**config.mk**
```make
export PLATFORM = sky130hd
export DESIGN_NAME = axis_rr_arbiter
export DESIGN_NICKNAME = d
export VERILOG_FILES = /design/src/rtl/axis_rr_arbiter.sv
export SDC_FILE = /design/constraint.sdc
export NUM_CORES = 1
export LEC_CHECK = 0
export ABC_AREA = 1
export CAP_MARGIN = 20
export CORE_AREA = 2 2 77 79
export CTS_CLUSTER_DIAMETER = 60
export DETAILED_ROUTE_END_ITERATION = 8
export DIE_AREA = 0 0 79 81
export MAX_ROUTING_LAYER = met4
export PLACE_DENSITY_LB_ADDON = 0.2
export SLEW_MARGIN = 20
export SYNTH_ARGS = -nofsm -noshare
export SYNTH_HDL_FRONTEND = slang
export SYNTH_SLANG_ARGS = --single-unit
```
**constraint.sdc**
```tcl
create_clock -name clk -period 3.9 [get_ports clk]
set_input_delay 0.78 -clock clk [delete_from_list [all_inputs] [get_ports clk]]
set_output_delay 0.78 -clock clk [all_outputs]
set_load 0.01 [all_outputs]
```
**src/rtl/axis_rr_arbiter.sv**
```systemverilog
// Packet-level round-robin arbiter: N_S AXI-Stream sources share one AXI-Stream master.
// A grant is held from the first beat of a packet until its last beat is accepted.
module axis_rr_arbiter #(
  parameter int N_S    = 4,
  parameter int WORD_W = 8,
  parameter int BUS_W  = 32,
  localparam int WORDS_PER_BEAT = BUS_W / WORD_W,
  localparam int KEEP_W         = WORDS_PER_BEAT,
  localparam int GRANT_W        = $clog2(N_S)
) (
  input  logic                    clk,
  input  logic                    rst,
  input  logic [N_S-1:0]          s_valid,
  output logic [N_S-1:0]          s_ready,
  input  logic [N_S*BUS_W-1:0]    s_data,
  input  logic [N_S*KEEP_W-1:0]   s_keep,
  input  logic [N_S-1:0]          s_last,
  output logic                    m_valid,
  input  logic                    m_ready,
  output logic [BUS_W-1:0]        m_data,
  output logic [KEEP_W-1:0]       m_keep,
  output logic                    m_last,
  output logic [GRANT_W-1:0]      grant,
  output logic                    busy
);

  typedef enum logic {
    IDLE = 1'b0,
    BUSY = 1'b1
  } state_t;

  state_t               state;
  logic [GRANT_W-1:0]   last_grant;
  logic [GRANT_W-1:0]   arb_idx;
  logic [GRANT_W-1:0]   cand;
  logic                 arb_found;
  logic [BUS_W-1:0]     data_arr [N_S];
  logic [KEEP_W-1:0]    keep_arr [N_S];

  always_comb begin
    for (int unsigned i = 0; i < N_S; i++) begin
      data_arr[i] = s_data[i*BUS_W +: BUS_W];
      keep_arr[i] = s_keep[i*KEEP_W +: KEEP_W];
    end
  end

  // Search starts just past the previous winner so every requester is reached within N_S turns.
  always_comb begin
    arb_found = 1'b0;
    arb_idx   = last_grant;
    cand      = '0;
    for (int unsigned k = 1; k <= N_S; k++) begin
      cand = GRANT_W'((32'(last_grant) + k) % N_S);
      if (!arb_found && s_valid[cand]) begin
        arb_found = 1'b1;
        arb_idx   = cand;
      end
    end
  end

  always_comb begin
    s_ready = '0;
    m_valid = 1'b0;
    m_data  = '0;
    m_keep  = '0;
    m_last  = 1'b0;
    if (state == BUSY) begin
      m_valid        = s_valid[grant];
      m_data         = data_arr[grant];
      m_keep         = keep_arr[grant];
      m_last         = s_last[grant];
      s_ready[grant] = m_ready;
    end
  end

  always_ff @(posedge clk) begin
    if (rst) begin
      state      <= IDLE;
      busy       <= 1'b0;
      grant      <= '0;
      last_grant <= GRANT_W'(N_S - 1);
    end else begin
      case (state)
        IDLE: begin
          if (arb_found) begin
            grant <= arb_idx;
            busy  <= 1'b1;
            state <= BUSY;
          end
        end
        BUSY: begin
          if (m_valid && m_ready && m_last) begin
            last_grant <= grant;
            busy       <= 1'b0;
            state      <= IDLE;
          end
        end
        default: state <= IDLE;
      endcase
    end
  end

endmodule

```
Word-level counts from Yosys, hierarchy flattened
Index checks and enable logic that the tools add are counted.
Word-level totals
  bits of input ports: 155
  output and inout bits: 45
  bits in registers: 6
Operators by class
  eq/ne operators: 2
  $lt $le $gt $ge: 7
  add/sub/neg operators: 4
  bitwise logic cells: 3
  mux-type cells: 39
  reductions and logical operators: 12
Operator list (number)
  2-to-1 mux 32 bit: 3
  binary-select mux 32 bit (select 2 bit): 1
  2-to-1 mux 1 bit: 17
  2-to-1 mux 4 bit: 4
  less-than comparator 2 x 3 -> 1 bit, second input constant: 5
  binary-select mux 1 bit (select 2 bit): 6
  binary-select mux 4 bit (select 2 bit): 1
  2-to-1 mux 2 bit: 4
  logical AND 1 bit: 6
  AND reduction 2 bit: 3
  adder 2 x 1 -> 2 bit, second input constant: 2
  adder 2 bit, second input constant: 2
  AND 4 bit: 1
  one-hot mux 1 bit (2 select lines): 2
  >= comparator 3 bit, second input constant: 1
  logical NOT 1 bit: 3
  NOT 2 -> 3 bit: 1
  demux 1 bit (select 2 bit): 1
  >= comparator 2 x 1 -> 1 bit, second input constant: 1
  inequality test 2 x 1 -> 1 bit, second input constant: 1
  inequality test 2 bit, second input constant: 1
  NOT 1 bit: 1

Logic depth before layout (Yosys ltp)
  depth after elaboration: 15
  gate-level depth with buffers: 13
  gate-level depth less buffers: 12

Least setup slack after synthesis
Ideal clock, no wire load.
  path type: reg-to-output
  from: reg grant[1]
  to: out m_data[10]
  data required time: 3.120 ns
  arrival: 1.252 ns
  cell stages (with the launch flop): 6
  buffers on the path: 3
  path slack: 1.868 ns
  path through: dfxtp_1 -> buf_4 -> buf_2 -> buf_2 -> nand3_1 -> a31oi_1
Between the ends
  word-level cells in the longest chain between the ends: 5
Ends and longest elaborated chain
  from (decl): RTL line 23  | output logic [GRANT_W-1:0] grant,
  from (signal assigned): RTL line 86  | grant <= arb_idx;
  NOT 2 -> 3 bit (not written as such): RTL line 69  | m_data = data_arr[grant];
  binary-select mux 32 bit (select 2 bit): RTL line 69
  2-to-1 mux 32 bit (not written as such) (2 in series): RTL line 69
  2-to-1 mux 32 bit: RTL line 67  | if (state == BUSY) begin
  to (decl): RTL line 20  | output logic [BUS_W-1:0] m_data,
No other way between the ends. The select of a mux whose other input is x is not followed.

Final worst setup path
  from: reg state
  to: out m_data[23]
Between the ends
  word-level cells in the longest chain between the ends: 1
Ends and longest elaborated chain
  from (decl): RTL line 32  | state_t state;
  from (signal assigned): RTL line 78  | state <= IDLE;
  from (signal assigned): RTL line 88  | state <= BUSY;
  from (signal assigned): RTL line 95  | state <= IDLE;
  2-to-1 mux 32 bit: RTL line 67
No other way between the ends.

==> results.py <==
metrics = {
    "drt": {
        "drt-initial-drc-count": 155,
        "antenna_left": 0,
        "vias": 2680,
        "vias_per_cell": 5.11,
        "drc": 0,
        "dr.pass1.iters": 4,
        "wire_per_inst_um": 16.7,
        "totalWireLength_mm": 8.74,
    },
    "die": {
        "ios": 200,
        "row_count": 28,
        "initial_utilization_pct": 26.6,
        "dieWidth_um": 79,
        "coreArea_sq_um": 5680,
        "dieArea_sq_um": 6400,
        "die_y_um": 81,
    },
    "power": {
        "p_clk_share_pct": 13.6,
        "p_sw_share_pct": 36.7,
        "power_frac_comb_pct": 74.6,
        "vdd_drop_max_mv": 0.300,
        "seq_power_share_pct": 11.8,
        "p_per_area_nw_per_um2": 186,
        "intPower_mw": 0.418,
        "totalPowerFinal_mw": 0.660,
        "p_leak_nw": 1.29,
        "netSwitchingPower_mw": 0.242,
    },
    "timing": {
        "max_freq_ghz": 0.288,
        "slew_headroom_pct": 34.1,
        "fin_crit_sh_pct": 89.0,
        "rsz0062_at_grt": "no",
        "worstMarginPinSlew_ps": 983,
        "fin_crit_ps": 3470,
        "skew_ps": 2.43,
        "setup_violations": 0,
        "tns_ps": 0,
        "finalMaxSlewViolations": 0,
        "hold_viol": 0,
    },
    "place": {
        "portBuffers": 199,
        "gp_congestion": 0.840,
        "post-dp-hpwl_mm": 6.68,
    },
    "worst_setup_path": {
        "arrival_ps": 2690,
        "reg2reg_depth": 6,
        "crit_path_max_fanout": 30,
        "worst-setup-path-type": "register to output port",
        "cp-start-kind": "register",
        "required_ps": 3120,
        "endpoint_kind": "output port",
    },
    "worst_hold_path": {
        "whs_path_depth": 2,
        "hold_path.class": "register to register",
    },
    "yosys": {
        "ys_ff_latch": 6,
        "synth_area_sq_um": 1510,
        "ys_seq_area_share_pct": 7.97,
        "synth_cell_type_count": 24,
        "yosys_warnings": 0,
        "syn-num-nets": 423,
        "synth_cells": 268,
        "avgSynthCellArea_sq_um": 5.63,
    },
    "finish": {
        "areaGrowthSynthToFinish_pct": 135,
        "layout_common_cells": "clkdlybuf4s50_1 (199), nand2_1 (77), nand3_1 (41), a22oi_1 (36), a31oi_1 (36)",
        "nets": 606,
        "utilization_pct": 62.4,
        "final_common_cell": "clkdlybuf4s50_1",
        "layout-drive-gt1-share_pct": 6.01,
        "diodes": 0,
    },
    "clock_tree": {
        "post_cts_buffers": 0,
        "insertion_delay_ps": 220,
        "cts-hold-fix-buffers": 0,
        "clockBufferDepth": 2,
        "path_clk_slew_ps": 30,
        "cts_sinks": 6,
        "cts_buffers": 3,
        "cts_tree": "done",
        "root_buffer": "clkbuf_8",
        "ctsResizeCount": 0,
        "h-tree-depth": 1,
    },
    "grt": {
        "gr-total-overflow": 0,
        "antenna_found_initial": 0,
        "grt_pass1_vias": 2417,
        "grt_pass1_wl_mm": 12.7,
        "grt_usage_pct": 25.2,
        "grt_max_degree": 41,
    },
    "run": {
        "drv_cap": 0,
    },
    "run_status": {
        "status": "finished, final reports clean",
    },
}
## path summary, 6_finish.rpt
| check | from | endpoint | slack (ps) |
|---|---|---|---|
| worst min-delay path | busy$_SDFFE_PP0P_ | busy$_SDFFE_PP0P_ | 460 |
| worst max register to register | state$_SDFF_PP0_ | grant[0]$_SDFFE_PP0P_ | 1800 |
| worst max-delay path | state$_SDFF_PP0_ | m_data[23] | 430 |
| worst min register to register | busy$_SDFFE_PP0P_ | busy$_SDFFE_PP0P_ | 460 |
## per-stage QoR
step | cells | hold slack (ps) | setup slack, ps | cell area, sq um
finish | 524 | 456 | 428 | 3540
global placement | 521 | 452 | 798 | 3500
global route | 524 | 496 | 282 | 3540
floorplan | 268 | 459 | 1870 | 1510
CTS | 524 | 461 | 684 | 3540
detailed placement | 521 | 454 | 801 | 3500
## power by group through the flow
| stage | registers, mW | clock network (mW) | logic (mW) |
|---|---|---|---|
| 2_1_floorplan | 0.0731 | 0 | 0.209 |
| 3_3_place_gp | 0.0787 | 0 | 0.490 |
| 3_5_place_dp | 0.0787 | 0 | 0.492 |
| 4_1_cts | 0.0779 | 0.0915 | 0.494 |
| 5_1_grt | 0.0793 | 0.0935 | 0.531 |
| 6_report | 0.0781 | 0.0894 | 0.492 |
## logic make-up after synthesis
family / after synthesis / share of synthesized area [%]
buf+inv: 39 / 12.6
compound gates: 83 / 37.3
simple gates: 140 / 42.2
flops: 6 / 7.97
## critical path, cell delays in order (launching register included)
cell and delay [ps]:
dfxtp_1 380, clkinv_1 800, buf_4 490, a31oi_1 200
clkdlybuf4s50_1 590
## layout make-up
| type | count | area (sq um) |
|---|---|---|
| repair buffers | 203 | 2020 |
| inverters | 14 | 60.1 |
| fillers | 522 | 2130 |
| well taps | 75 | 93.8 |
| flip-flops and latches | 6 | 121 |
| multi-input cells | 223 | 1200 |
| clock buffers | 3 | 41.3 |
## flip-flops by register name (all words and copies together) (netlist names)
register / count
busy: 1
grant: 2
last_grant: 2
state: 1
## cell usage after synthesis
cell,number,area (sq um)
buf_2,17,85.1
nor2_4,3,33.8
buf_4,2,15.0
o21ai_0,1,5.00
nand2_1,77,289
inv_1,8,30.0
clkbuf_1,4,15.0
nor2_1,8,30.0
nand2_4,2,22.5
nor3_1,1,5.00
a31oi_1,36,225
a21oi_1,4,20.0
o21ai_1,1,5.00
nand2_2,7,43.8
nand3_1,41,205
o22ai_1,1,6.26
inv_4,3,18.8
inv_2,3,11.3
a22oi_1,36,270
nor2_2,1,6.26
buf_6,1,11.3
buf_1,1,3.75
dfxtp_1,6,120
o211ai_1,4,30.0
## per-layer routing
metal / GRT usage (%) / up-vias / part of all wire [%]
met1: 32.0 / 1217 / 41
met2: 43.8 / 126 / 50
met3: 4.56 / 2 / 8.5
met4: 1.72 / 0 / 0.35
met5: - / - / 0
li1: - / 1335 / -
No activity file was read; power rests on OpenSTA's default activity.
